## src/rtl/expr_pkg.sv

```systemverilog
// Shared constants, state encoding and LFSR helpers for the expression transmitter.
package expr_pkg;

  localparam logic [7:0] CH_0    = 8'h30;
  localparam logic [7:0] CH_PLUS = 8'h2B;
  localparam logic [7:0] CH_STAR = 8'h2A;

  localparam logic [7:0] LFSR_TAPS = 8'hB8;
  localparam logic [7:0] LFSR_SEED = 8'h01;

  typedef enum logic [1:0] {
    StIdle  = 2'b00,
    StDigit = 2'b01,
    StOp    = 2'b10
  } state_e;

  // Feedback is the parity of taps 7,5,4,3.
  function automatic logic [7:0] lfsr_next(input logic [7:0] v);
    return {v[6:0], ^(v & LFSR_TAPS)};
  endfunction

  function automatic logic [7:0] digit_char(input logic [7:0] v);
    logic [3:0] d;
    d = v[3:0];
    if (d >= 4'd10) d = d - 4'd10;
    return CH_0 + {4'h0, d};
  endfunction

  function automatic logic [7:0] op_char(input logic [7:0] v);
    return v[4] ? CH_STAR : CH_PLUS;
  endfunction

endpackage

```

## src/rtl/expr_tx_if.sv

```systemverilog
// Character stream from the expression transmitter to its consumer.
interface expr_tx_if;
  logic [7:0] out_char;
  logic       out_valid;
  logic       out_ready;
  logic       out_last;

  modport master (
    output out_char,
    output out_valid,
    output out_last,
    input  out_ready
  );

  modport slave (
    input  out_char,
    input  out_valid,
    input  out_last,
    output out_ready
  );
endinterface

```

## src/rtl/expr_lfsr8.sv

```systemverilog
// 8-bit Fibonacci LFSR with zero-fixing load and advance enable.
module expr_lfsr8
  import expr_pkg::*;
(
  input  logic       clk_i,
  input  logic       rst_ni,
  input  logic       load_i,
  input  logic [7:0] seed_i,
  input  logic       adv_i,
  output logic [7:0] lfsr_o
);

  logic [7:0] lfsr_d, lfsr_q;

  always_comb begin
    lfsr_d = lfsr_q;
    if (load_i) begin
      // All-zero is the lock-up state, so never load it.
      lfsr_d = (seed_i == 8'h00) ? LFSR_SEED : seed_i;
    end else if (adv_i) begin
      lfsr_d = lfsr_next(lfsr_q);
    end
  end

  always_ff @(posedge clk_i or negedge rst_ni) begin
    if (!rst_ni) begin
      lfsr_q <= LFSR_SEED;
    end else begin
      lfsr_q <= lfsr_d;
    end
  end

  assign lfsr_o = lfsr_q;

endmodule

```

## src/rtl/expr_tx.sv

```systemverilog
// Pseudo-random "digit (op digit)*" expression generator, one character per handshake.
// Optional EXPR_TX_ERR_INJ_EN adds inj_err, which appends one illegal trailing operator.
module expr_tx
  import expr_pkg::*;
#(
  parameter int unsigned MAX_TERMS = 8
) (
  input  logic       clk,
  input  logic       clr_n,
  input  logic       start,
  input  logic [3:0] terms,
  input  logic [7:0] seed,
`ifdef EXPR_TX_ERR_INJ_EN
  input  logic       inj_err,
`endif
  output logic       busy,
  expr_tx_if.master  tx
);

  localparam int unsigned RemW = $clog2(MAX_TERMS + 1);

  state_e          state_d, state_q;
  logic [RemW-1:0] rem_d, rem_q;
  logic            inj_q;
  logic            lfsr_load, lfsr_adv;
  logic [7:0]      lfsr;
  logic            hs;

  function automatic logic [RemW-1:0] clamp_terms(input logic [3:0] t);
    int unsigned n;
    n = int'(t);
    if (n == 0) n = 1;
    if (n > MAX_TERMS) n = MAX_TERMS;
    return RemW'(n);
  endfunction

`ifdef EXPR_TX_ERR_INJ_EN
  logic inj_d;

  always_comb begin
    inj_d = inj_q;
    if (state_q == StIdle && start) inj_d = inj_err;
  end

  always_ff @(posedge clk or negedge clr_n) begin
    if (!clr_n) begin
      inj_q <= 1'b0;
    end else begin
      inj_q <= inj_d;
    end
  end
`else
  assign inj_q = 1'b0;
`endif

  assign hs = tx.out_valid & tx.out_ready;

  always_comb begin
    state_d      = state_q;
    rem_d        = rem_q;
    lfsr_load    = 1'b0;
    lfsr_adv     = 1'b0;
    tx.out_valid = 1'b0;
    tx.out_last  = 1'b0;
    tx.out_char  = 8'h00;
    unique case (state_q)
      StIdle: begin
        if (start) begin
          rem_d     = clamp_terms(terms);
          lfsr_load = 1'b1;
          state_d   = StDigit;
        end
      end
      StDigit: begin
        tx.out_valid = 1'b1;
        tx.out_char  = digit_char(lfsr);
        tx.out_last  = (rem_q == RemW'(1)) && !inj_q;
        if (hs) begin
          rem_d    = rem_q - RemW'(1);
          lfsr_adv = 1'b1;
          state_d  = tx.out_last ? StIdle : StOp;
        end
      end
      StOp: begin
        tx.out_valid = 1'b1;
        tx.out_char  = op_char(lfsr);
        // rem reaches zero in OP only for the injected trailing operator.
        tx.out_last  = (rem_q == '0);
        if (hs) begin
          lfsr_adv = 1'b1;
          state_d  = tx.out_last ? StIdle : StDigit;
        end
      end
      default: state_d = StIdle;
    endcase
  end

  always_ff @(posedge clk or negedge clr_n) begin
    if (!clr_n) begin
      state_q <= StIdle;
      rem_q   <= '0;
    end else begin
      state_q <= state_d;
      rem_q   <= rem_d;
    end
  end

  assign busy = (state_q != StIdle);

  expr_lfsr8 u_lfsr (
    .clk_i  (clk),
    .rst_ni (clr_n),
    .load_i (lfsr_load),
    .seed_i (seed),
    .adv_i  (lfsr_adv),
    .lfsr_o (lfsr)
  );

endmodule

```

## src/flat_wrapper.sv

```systemverilog
// flat-port wrapper written by rule: the top's interface ports become plain ports
module expr_tx_flat import expr_pkg::*;
#(
  parameter int unsigned MAX_TERMS = 8
)
  (clk, clr_n, start, terms, seed, busy, tx_out_char, tx_out_valid, tx_out_last, tx_out_ready);
  expr_tx_if tx_i ();
  input  logic clk;
  input  logic clr_n;
  input  logic start;
  input  logic [3:0] terms;
  input  logic [7:0] seed;
  output logic busy;
  output wire logic [$bits(tx_i.out_char)-1:0] tx_out_char;
  output wire logic [$bits(tx_i.out_valid)-1:0] tx_out_valid;
  output wire logic [$bits(tx_i.out_last)-1:0] tx_out_last;
  input wire logic [$bits(tx_i.out_ready)-1:0] tx_out_ready;
  assign tx_out_char = tx_i.out_char;
  assign tx_out_valid = tx_i.out_valid;
  assign tx_out_last = tx_i.out_last;
  assign tx_i.out_ready = tx_out_ready;
  expr_tx #(.MAX_TERMS(MAX_TERMS)) u_core (.clk(clk), .clr_n(clr_n), .start(start), .terms(terms), .seed(seed), .busy(busy), .tx(tx_i));
endmodule
```

## config.mk

```make
export PLATFORM = sky130hd
export DESIGN_NAME = expr_tx_flat
export DESIGN_NICKNAME = d
export VERILOG_FILES = /design/src/rtl/expr_pkg.sv /design/src/rtl/expr_tx_if.sv /design/src/rtl/expr_lfsr8.sv /design/src/rtl/expr_tx.sv /design/src/flat_wrapper.sv
export SDC_FILE = /design/constraint.sdc
export NUM_CORES = 1
export LEC_CHECK = 0
export BUFFER_PORTS_ARGS = -buffer_cell sky130_fd_sc_hd__buf_2
export CAP_MARGIN = 5
export CORE_MARGIN = 2
export CORE_UTILIZATION = 25
export DETAILED_ROUTE_END_ITERATION = 10
export PLACE_DENSITY_LB_ADDON = 0.3
export SYNTH_ARGS = -nofsm -noshare
export SYNTH_HDL_FRONTEND = slang
export SYNTH_SLANG_ARGS = --single-unit
```

## constraint.sdc

```tcl
create_clock -name clk -period 2.95 [get_ports clk]
set_input_delay 0.4425 -clock clk [delete_from_list [all_inputs] [get_ports clk]]
set_output_delay 0.4425 -clock clk [all_outputs]
set_load 0.05 [all_outputs]
```

==> run metrics <==
Mapped Area roughly 1100 sq um; clk slew on worst S/H paths around 0.06 ns; worst-skew pair later-pin latency roughly 0.24 ns; Max stage delay on crit path 0.58 ns; CTS Hold Buffers Added 0; Post-DRT Antenna Nets 0; GRT Total Usage about a tenth; Routed WL 2383 microns; FMAX between 0.4 and 0.5 GHz; worst-margin pin slew 0.6468 ns; first-pass GRT wire length slightly above 4000 microns; placed cell area roughly 1200 sq um; PD cells roughly 1300 nW/um^2; largest net degree at the start of global routing 19; worst vdd ir 0.2989 mV; area occupied by registers about 350 sq um; Num CTS Buffers 3; Buf/Inv on CP 2; post-route worst setup slack approximately 0.53 ns; post-DP HPWL approximately 1800 microns; initial DRC count 11; core area slightly above 4000 sq um; yosys warns 0; post-synth cell types 38; Worst Hold Class input port to asynchronous set/reset pin; CTS tree done; Min Hold Slack around 0.1 ns; drt pass-1 iters 3; Leak Pwr a little over 0.0006 uW; Max Cap Violations 0; vias per cell around 4.6; share of layout cells above drive strength 1 26.43%; Hold Vio Cnt, Final 0; Setup crit end kind output port; die area roughly 4800 sq um; DR DRC count 0; GPL Wtd Cong 0.7567; Worst EP required 2.51 ns; reg2reg setup slack between 0.8 and 0.9 ns; CTS sink count 14; Slew HR 56.88%; n_diodes 0; predominant post-synthesis flop cell dfrtp_1; area leader, netlist dfrtp_1; # IOs 27; fin crit period roughly 2.4 ns; fin nets around 160; asr flop ratio synth 100.0%; FP Rows 23; # setup viols final 0; #FFs+latches synth 14; Post-Place Setup Slack 0.7895 ns; crit path kind register to output port; via count a little under 900; RR Endpoint u_core.rem_q[2]; Syn Area/Cell 8.979 sq um; post-cts resize count 0; Post-synth EDFFs 0; arrival time worst endpoint ~2.0 ns; Root Buffer clkbuf_8; CP max FO 18; die width about 69 microns; fin crit share 82.07%; Seq/Total Area, Yosys 32.90%; slowest CP cell ha_1; die height between 60 and 70 microns; Slew Viols, Final 0; CTS Buffer Depth 2; Reg-to-Reg Start u_core.state_q[1]; Worst R2R Path Depth 6; vias in the first global route about 910; Syn Inst Count 119; top cell type's share of synthesized area a little under a third; status completed; Remaining Overflow, GRT 0; largest cells by area after synthesis dfrtp_1, mux2i_1, ha_1, a21oi_1, nor2_1; port bufs 24; unrepaired setup endpoints after global routing false; CP startpoint kind register; post-route cell area approximately 1300 sq um; cells along the critical path inv_1 -> ha_1 -> nand2_1 -> a211oi_2 -> buf_2; setup_tns 0 ns; initial antenna violation count 0; H-Tree Depth 1; delay-heaviest family, CP adder cells; Layout Area Growth over Synthesis 17.80%; Filler cells 436; Multi-input gate area 639.4 sq um; postcts setup bufs 0; Starting Density around a quarter; clock skew about 0.0029 ns; wire length per cell between 10 and 15 microns
## final cells by class
class	count	area share, %
multi-input cells	90	50.80
repair buffers	24	9.543
flip-flops and latches	14	27.93
well taps	50	4.970
inverters	8	2.386
clock buffers	4	4.374
## where the power goes
group	switching (uW)	internal [uW]	total, uW
registers	103	298	402
clock network	69.7	118	188
logic	695	402	1100
total	868	819	1690
## Yosys cell counts (all sizes together), types with 2 or more instances
library cell  instances
a21oi                14
nor2                 13
nor2b                 3
or3                   2
nand3b                2
buf                   8
xnor2                 2
a211oi                2
o21ai                 3
o21bai                2
inv                   8
dfrtp                13
nand2                 9
mux2i                12
ha                    7
nand3                 3
## worst reg2reg max path, delay by kind of cell (launching register included)
family	cells	cell delay (ns)
flops	1	0.40
compound gates	2	0.40
fa+ha+maj	1	0.58
mux	2	0.49
buf+inv	1	0.10
## metrics by stage
stage	total power [uW]	instances	utilization, %
2_1_floorplan	1353	120	-
3_3_place_gp	1483	186	29.66
3_5_place_dp	1512	186	29.66
4_1_cts	1715	190	31.02
5_1_grt	1835	190	31.02
6_report	1687	190	31.02
## state kept, by name, summed over array words and instances (netlist names)
register	flops
u_core.rem_q	4
u_core.state_q	2
u_core.u_lfsr.lfsr_o	8
## layout by cell type (no fill, tap or decap), types with 2 or more instances in the layout
cell,Yosys,layout
xnor2_1,2,2
buf_2,3,24
clkbuf_8,0,4
inv_1,8,8
ha_1,7,7
nor2b_1,3,3
conb_1,1,2
nand3b_1,2,2
or3_1,2,2
o21bai_1,2,2
nand3_1,3,3
dfrtp_1,13,13
a21oi_1,12,12
nor2_1,13,13
mux2i_1,12,12
o21ai_2,2,2
nand2_1,8,8
## worst max-delay path by stage
stage	startpoint	endpoint	depth (start not counted)
floorplan	u_core.state_q[1]	tx_out_char[0]	6
global placement	u_core.state_q[1]	tx_out_char[2]	5
detailed placement	u_core.state_q[1]	tx_out_char[2]	5
CTS	u_core.state_q[1]	tx_out_char[2]	5
global route	u_core.state_q[1]	tx_out_char[2]	5
finish	u_core.state_q[1]	tx_out_char[2]	5
## cells by family after synthesis
logic type	after synthesis	synth area share, %
xor+xnor	3	2.459
compound gates	28	17.92
simple gates	37	17.45
mux	13	12.65
flops	14	32.90
fa+ha+maj	7	8.196
buf+inv	16	8.079
other cells	1	0.3510
## routing by layer
metal / up-vias / share of wire [%] / track usage [%]
met5: - / 0 / 0
met4: 0 / 1.2 / 5.229
met3: 2 / 2.6 / 2.180
met2: 12 / 50 / 18.16
met1: 405 / 46 / 12.71
li1: 450 / - / -
(Power assumes the default switching activity.)
